$ cat src/rtl/simple_axi_to_axi_read.sv
// Byte-length read requests become AXI INCR bursts. Bursts are split at 256 beats and
// at 4 KB boundaries, and R beats are passed straight through to the consumer.
module simple_axi_to_axi_read #(
  parameter int AXI_ADDR_W = 32,
  parameter int AXI_DATA_W = 32,
  parameter int AXI_LEN_W  = 8,
  parameter int AXI_ID_W   = 4,
  parameter int LEN_W      = 8
) (
  input  logic                  clk,
  input  logic                  rst,
  input  logic                  m_rvalid,
  input  logic [AXI_ADDR_W-1:0] m_raddr,
  input  logic [LEN_W-1:0]      m_rlen,
  output logic                  m_rready,
  output logic [AXI_DATA_W-1:0] m_rdata,
  input  logic                  m_racc,
  output logic                  m_rlast,
  output logic [AXI_ID_W-1:0]   m_axi_arid,
  output logic [AXI_ADDR_W-1:0] m_axi_araddr,
  output logic [AXI_LEN_W-1:0]  m_axi_arlen,
  output logic [2:0]            m_axi_arsize,
  output logic [1:0]            m_axi_arburst,
  output logic [1:0]            m_axi_arlock,
  output logic [3:0]            m_axi_arcache,
  output logic [2:0]            m_axi_arprot,
  output logic [3:0]            m_axi_arqos,
  output logic                  m_axi_arvalid,
  input  logic                  m_axi_arready,
  input  logic [AXI_ID_W-1:0]   m_axi_rid,
  input  logic [AXI_DATA_W-1:0] m_axi_rdata,
  input  logic [1:0]            m_axi_rresp,
  input  logic                  m_axi_rlast,
  input  logic                  m_axi_rvalid,
  output logic                  m_axi_rready
);
  localparam int BPW = AXI_DATA_W / 8;
  localparam int SZ  = $clog2(BPW);

  typedef enum logic [2:0] {IDLE, CALC, ADDR, DATA, DONE} state_t;

  state_t                 state_q, state_d;
  logic [31:0]            addr_q, addr_d, rem_q, rem_d, burst_q, burst_d, araddr_q, araddr_d;
  logic [AXI_LEN_W-1:0]   arlen_q, arlen_d, beat_q, beat_d;
  logic [31:0]            start_addr, words, to_4k, b_lim, b_calc;
  logic                   beat, burst_end, final_beat;
  logic                   unused_in;

  assign start_addr = (32'(m_raddr) >> SZ) << SZ;
  assign words      = (32'(m_rlen) + 32'(BPW - 1)) >> SZ;
  // Words left before the next 4 KB page; the address is always word aligned here.
  assign to_4k      = (32'd4096 - {20'd0, addr_q[11:0]}) >> SZ;
  assign b_lim      = (rem_q > 32'd256) ? 32'd256 : rem_q;
  assign b_calc     = (b_lim > to_4k) ? to_4k : b_lim;
  assign beat       = (state_q == DATA) && m_axi_rvalid && m_racc;
  assign burst_end  = beat && (beat_q == arlen_q);
  assign final_beat = burst_end && (rem_q == burst_q);

  always_comb begin
    state_d  = state_q;
    addr_d   = addr_q;
    rem_d    = rem_q;
    burst_d  = burst_q;
    araddr_d = araddr_q;
    arlen_d  = arlen_q;
    beat_d   = beat_q;
    case (state_q)
      IDLE: if (m_rvalid) begin
        addr_d  = start_addr;
        rem_d   = words;
        state_d = (words == 32'd0) ? DONE : CALC;
      end
      CALC: begin
        burst_d  = b_calc;
        araddr_d = addr_q;
        arlen_d  = AXI_LEN_W'(b_calc - 32'd1);
        state_d  = ADDR;
      end
      ADDR: if (m_axi_arready) begin
        beat_d  = '0;
        state_d = DATA;
      end
      DATA: begin
        if (beat) beat_d = beat_q + AXI_LEN_W'(1);
        if (burst_end) begin
          addr_d  = addr_q + (burst_q << SZ);
          rem_d   = rem_q - burst_q;
          state_d = final_beat ? IDLE : CALC;
        end
      end
      DONE:    state_d = IDLE;
      default: state_d = IDLE;
    endcase
  end

  always_ff @(posedge clk or negedge rst) begin
    if (!rst) begin
      state_q  <= IDLE;
      addr_q   <= '0;
      rem_q    <= '0;
      burst_q  <= '0;
      araddr_q <= '0;
      arlen_q  <= '0;
      beat_q   <= '0;
    end else begin
      state_q  <= state_d;
      addr_q   <= addr_d;
      rem_q    <= rem_d;
      burst_q  <= burst_d;
      araddr_q <= araddr_d;
      arlen_q  <= arlen_d;
      beat_q   <= beat_d;
    end
  end

  // R-channel ID, response and last are not needed: burst end comes from the beat count.
  assign unused_in = ^{m_axi_rid, m_axi_rresp, m_axi_rlast};

  assign m_rready      = (state_q == DATA) && m_axi_rvalid;
  assign m_axi_rready  = (state_q == DATA) && m_racc;
  assign m_rdata       = m_axi_rdata;
  assign m_rlast       = final_beat || (state_q == DONE);
  assign m_axi_arvalid = (state_q == ADDR);
  assign m_axi_araddr  = AXI_ADDR_W'(araddr_q);
  assign m_axi_arlen   = arlen_q;
  assign m_axi_arid    = '0;
  assign m_axi_arsize  = 3'(SZ);
  assign m_axi_arburst = 2'b01;
  assign m_axi_arlock  = 2'b00;
  assign m_axi_arcache = 4'h2;
  assign m_axi_arprot  = 3'b010;
  assign m_axi_arqos   = 4'h0;
endmodule
$ cat config.mk
export PLATFORM = sky130hd
export DESIGN_NAME = simple_axi_to_axi_read
export DESIGN_NICKNAME = d
export VERILOG_FILES = /design/src/rtl/simple_axi_to_axi_read.sv
export SDC_FILE = /design/constraint.sdc
export NUM_CORES = 1
export LEC_CHECK = 0
export BUFFER_PORTS_ARGS = -buffer_cell sky130_fd_sc_hd__clkbuf_2
export CORE_ASPECT_RATIO = 0.7
export CORE_UTILIZATION = 48
export CTS_BUF_LIST = sky130_fd_sc_hd__clkbuf_16
export DETAILED_ROUTE_END_ITERATION = 10
export GPL_ROUTABILITY_DRIVEN = 0
export MAX_ROUTING_LAYER = met4
export PLACE_DENSITY = 0.7
export SETUP_SLACK_MARGIN = 0.05
export SYNTH_ARGS = -nofsm -noshare
export SYNTH_HDL_FRONTEND = slang
export SYNTH_SLANG_ARGS = --single-unit
$ cat constraint.sdc
create_clock -name clk -period 10.56 [get_ports clk]
set_input_delay 1.584 -clock clk [delete_from_list [all_inputs] [get_ports clk]]
set_output_delay 1.584 -clock clk [all_outputs]
set_load 0.005 [all_outputs]
==> flow_summary.yaml <==
setup_path:
  endpoint: "m_axi_arlen[6]"
  worstPathMaxFanout: 24
  arrival_ns: 5.53
  worstPathCellList: "nor4_1 -> nand4_1 -> nor3_2 -> and2_1 -> ha_1 -> nor3b_1 -> o21a_1 -> a311o_1 -> a21oi_1 -> a31oi_4 -> nor2_1 -> a21oi_1 -> ha_1 -> nand3_1 -> o21ai_0 -> a211o_1 -> a31oi_1"
  cp_slowest_stage_delay_ns: 0.78
  timing.rr.start: "rem_q[27]"
  cp.required_ns: 10.90
  startpoint_type: "flip-flop"
  crit_buf_inv: 0
  path_depth: 17
  startpoint: "rem_q[27]"
  rr_worst_depth: 17
  worstSetupPathType: "reg -> reg"
  rr_endpoint: "m_axi_arlen[6]"
  regToRegSetupSlack_ns: 5.37
  path_delay_family: "simple AND/OR/NAND/NOR gates"
  end_kind: "flip-flop"
  slowest_stage: "nor3_2"
global_routing:
  grt_pass1_wl_um: 42600
  gr-total-overflow: 0
  antenna_found_initial: 0
  grt_usage_pct: 25.7
  grt_max_degree: 80
  grt_pass1_vias: 8056
synth:
  synthTopCellsByArea: "dfrtp_1 (35%), ha_1 (9.1%), nand2_1 (7.1%), o21ai_0 (4.8%), a21oi_1 (4.3%)"
  synth_area_mm2: 0.0102
  synth_cells: 1245
  synthFlopType: "dfrtp_1"
  synth_enable_flop_cells: 0
  ys_ff_latch: 143
  yosysSeqAreaShare_pct: 35.0
  synth_warnings: 0
  yosysTopAreaCell: "dfrtp_1"
  synth_top_area_share_pct: 35.0
  syn_avg_cell_area_um2: 8.21
  ys_async_sr_fraction_pct: 100
  ys_types: 73
pwr:
  seqPwrFrac_pct: 45.9
  p_leak_uw: 0.00562
  pwr-share-clk_pct: 49.5
  p_per_area_mw_per_mm2: 110
  pwr-share-comb_pct: 4.6
  p_int_uw: 928
  p_switching_uw: 306
  vdd_ir_drop_max_mv: 0.120
  switching_share_pct: 24.8
floorplan:
  die_h_um: 124
  die_w_um: 176
  top_level_ports: 183
  coreArea_mm2: 0.0208
  placementRows: 44
  die_area_mm2: 0.0219
  start_util_pct: 49.1
clock_network:
  path_clk_slew_ns: 0.06
  holdBufCountCts: 0
  cts-resized-gates: 0
  htreeDepth: 4
  cts-buffers-inserted: 17
  clockRootBuffer: "clkbuf_16"
  worst_skew_pair.late_latency_ns: 0.43
  cts_setup_buffers: 0
  cts.sinks: 143
  clock_path_buffers: 2
  cts_tree: "built"
placement:
  dp_hpwl_um: 19200
  port_buffers: 85
  post-place-ws_ns: 5.57
run_status:
  outcome: "finished, final reports clean"
sta:
  drv_slew: 0
  max_freq_mhz: 193
  clock_skew_ns: 0.0116
  rsz0062_at_grt: "no"
  finalHoldViolCount: 0
  setup_violations: 0
  fin_crit_sh_pct: 49.1
  tightest_slew_ns: 1.02
  max_slew_margin_pct: 32.3
  finalSetupTns_ns: 0
  min_period_ns: 5.19
  setup_ws_ns: 5.37
job:
  cap_violations: 0
finish:
  drive_gt1_share_pct: 11.2
  multiInputGateArea_mm2: 0.00593
  fin_nets: 1444
  area_growth_pct: 9.29
  ff_latch_area_mm2: 0.00358
  fillers: 1928
  diodes: 0
  final_core_util_pct: 53.7
route:
  ant_nets: 0
  drt_pass1_iterations: 6
  avgRoutedWirePerCell_um: 16.8
  wirelength_um: 26400
  initialDrtViolationCount: 700
  vias_per_cell: 5.68
  remaining_drc_errors: 0
  num_vias: 8929
worst_hold_path:
  hp-class: "reg -> reg"
## cells in the mapped netlist (all sizes together) (3+ instances only)
master / number
a211o: 4
a211oi: 17
a21boi: 4
a21o: 24
a21oi: 89
a22o: 3
a31oi: 10
and2: 11
and3: 10
buf: 64
clkbuf: 36
dfrtp: 143
ha: 74
inv: 59
mux2i: 8
nand2: 192
nand2b: 9
nand3: 40
nand4: 20
nor2: 105
nor2b: 12
nor3: 24
nor3b: 4
nor4: 12
o211ai: 13
o21a: 21
o21ai: 102
o21bai: 5
o31a: 5
o31ai: 6
or3: 5
or4: 3
xnor2: 50
xor2: 22
## stage by stage
step | cells | power (µW) | instance area, µm² | hold slack [ns]
floorplan | 1269 | 620 | 10300 | 0.463
global placement | 1540 | 632 | 10600 | 0.457
detailed placement | 1540 | 634 | 10600 | 0.464
CTS | 1572 | 1240 | 11200 | 0.479
global route | 1572 | 1280 | 11200 | 0.505
finish | 1572 | 1230 | 11200 | 0.473
## how the worst min path moves through the flow
stage,startpoint,end,cells past startpoint
3_3_place_gp,m_axi_araddr[15],m_axi_araddr[15],2
2_1_floorplan,burst_q[30],burst_q[30],2
6_report,m_axi_araddr[14],m_axi_araddr[14],2
4_1_cts,m_axi_araddr[13],m_axi_araddr[13],2
3_5_place_dp,m_axi_araddr[17],m_axi_araddr[17],2
5_1_grt,m_axi_araddr[21],m_axi_araddr[21],2
## registers in the layout (all words and copies together) (netlist names)
register	count
beat_q	8
rem_q	32
addr_q	30
state_q	3
m_axi_araddr	30
burst_q	32
m_axi_arlen	8
## power groups by stage
| stage | clock (µW) | combinational, µW | sequential, µW |
|---|---|---|---|
| after floorplan | 0 | 46.2 | 573 |
| after global placement | 0 | 55.9 | 576 |
| after detailed placement | 0 | 57.3 | 576 |
| after CTS | 619 | 57.7 | 566 |
| after global routing | 645 | 65.5 | 567 |
| final | 611 | 57.1 | 566 |
## worst min-delay path: stages, from the launching register on
cell and delay, ns:
dfrtp_1 0.34, nand2_1 0.05, nand2_1 0.05
## cells in the final DEF (no fill, tap or decap), drive strengths merged, types with 4 or more instances in the layout
master / netlist / layout
xnor2: 50 / 50
inv: 59 / 67
nor2: 105 / 105
ha: 74 / 74
a31oi: 10 / 10
conb: 2 / 26
xor2: 22 / 22
and3: 10 / 10
a21oi: 89 / 89
a211oi: 17 / 17
o21a: 21 / 21
buf: 64 / 11
o211ai: 13 / 13
mux2i: 8 / 8
nor2b: 12 / 12
nand2: 192 / 192
o21bai: 5 / 5
nor3: 24 / 24
o31a: 5 / 5
a21boi: 4 / 4
clkbuf: 36 / 101
nor3b: 4 / 4
nand2b: 9 / 9
a211o: 4 / 4
and2: 11 / 11
o21ai: 102 / 102
o31ai: 6 / 6
or3: 5 / 5
a21o: 24 / 24
nand3: 40 / 40
nand4: 20 / 20
dfrtp: 143 / 143
nor4: 12 / 12
## cell type report
type / instances / area share (%)
sequential: 143 / 32.0
inverter: 59 / 1.98
tap: 276 / 3.09
clock buffer: 17 / 3.81
clock inverter: 15 / 1.42
multi-input combinational: 967 / 53.1
timing repair buffer: 95 / 4.54
## cell families (layout without fill, tap and decap cells)
kind of cell	count (synthesis)	in the layout	share of synthesized area, %
flip-flops	143	143	35.0
other	2	26	0.0735
AO/OA/AOI/OAI	325	325	19.9
buffers and inverters	159	186	8.01
adder cells (fa/ha/maj)	76	76	9.45
multiplexers	10	10	1.00
AND/OR/NAND/NOR	458	458	20.4
XOR/XNOR	72	72	6.17
## metal layers
metal / share of wire, % / up-vias / routed length, µm / track usage (%)
li1: - / 4357 / - / -
met1: 51 / 4234 / 13600 / 38.4
met2: 40 / 308 / 10600 / 35.1
met3: 7.3 / 30 / 1940 / 5.40
met4: 1.2 / 0 / 326 / 5.50
met5: 0 / - / 0 / -
(Power assumes the default switching activity.)
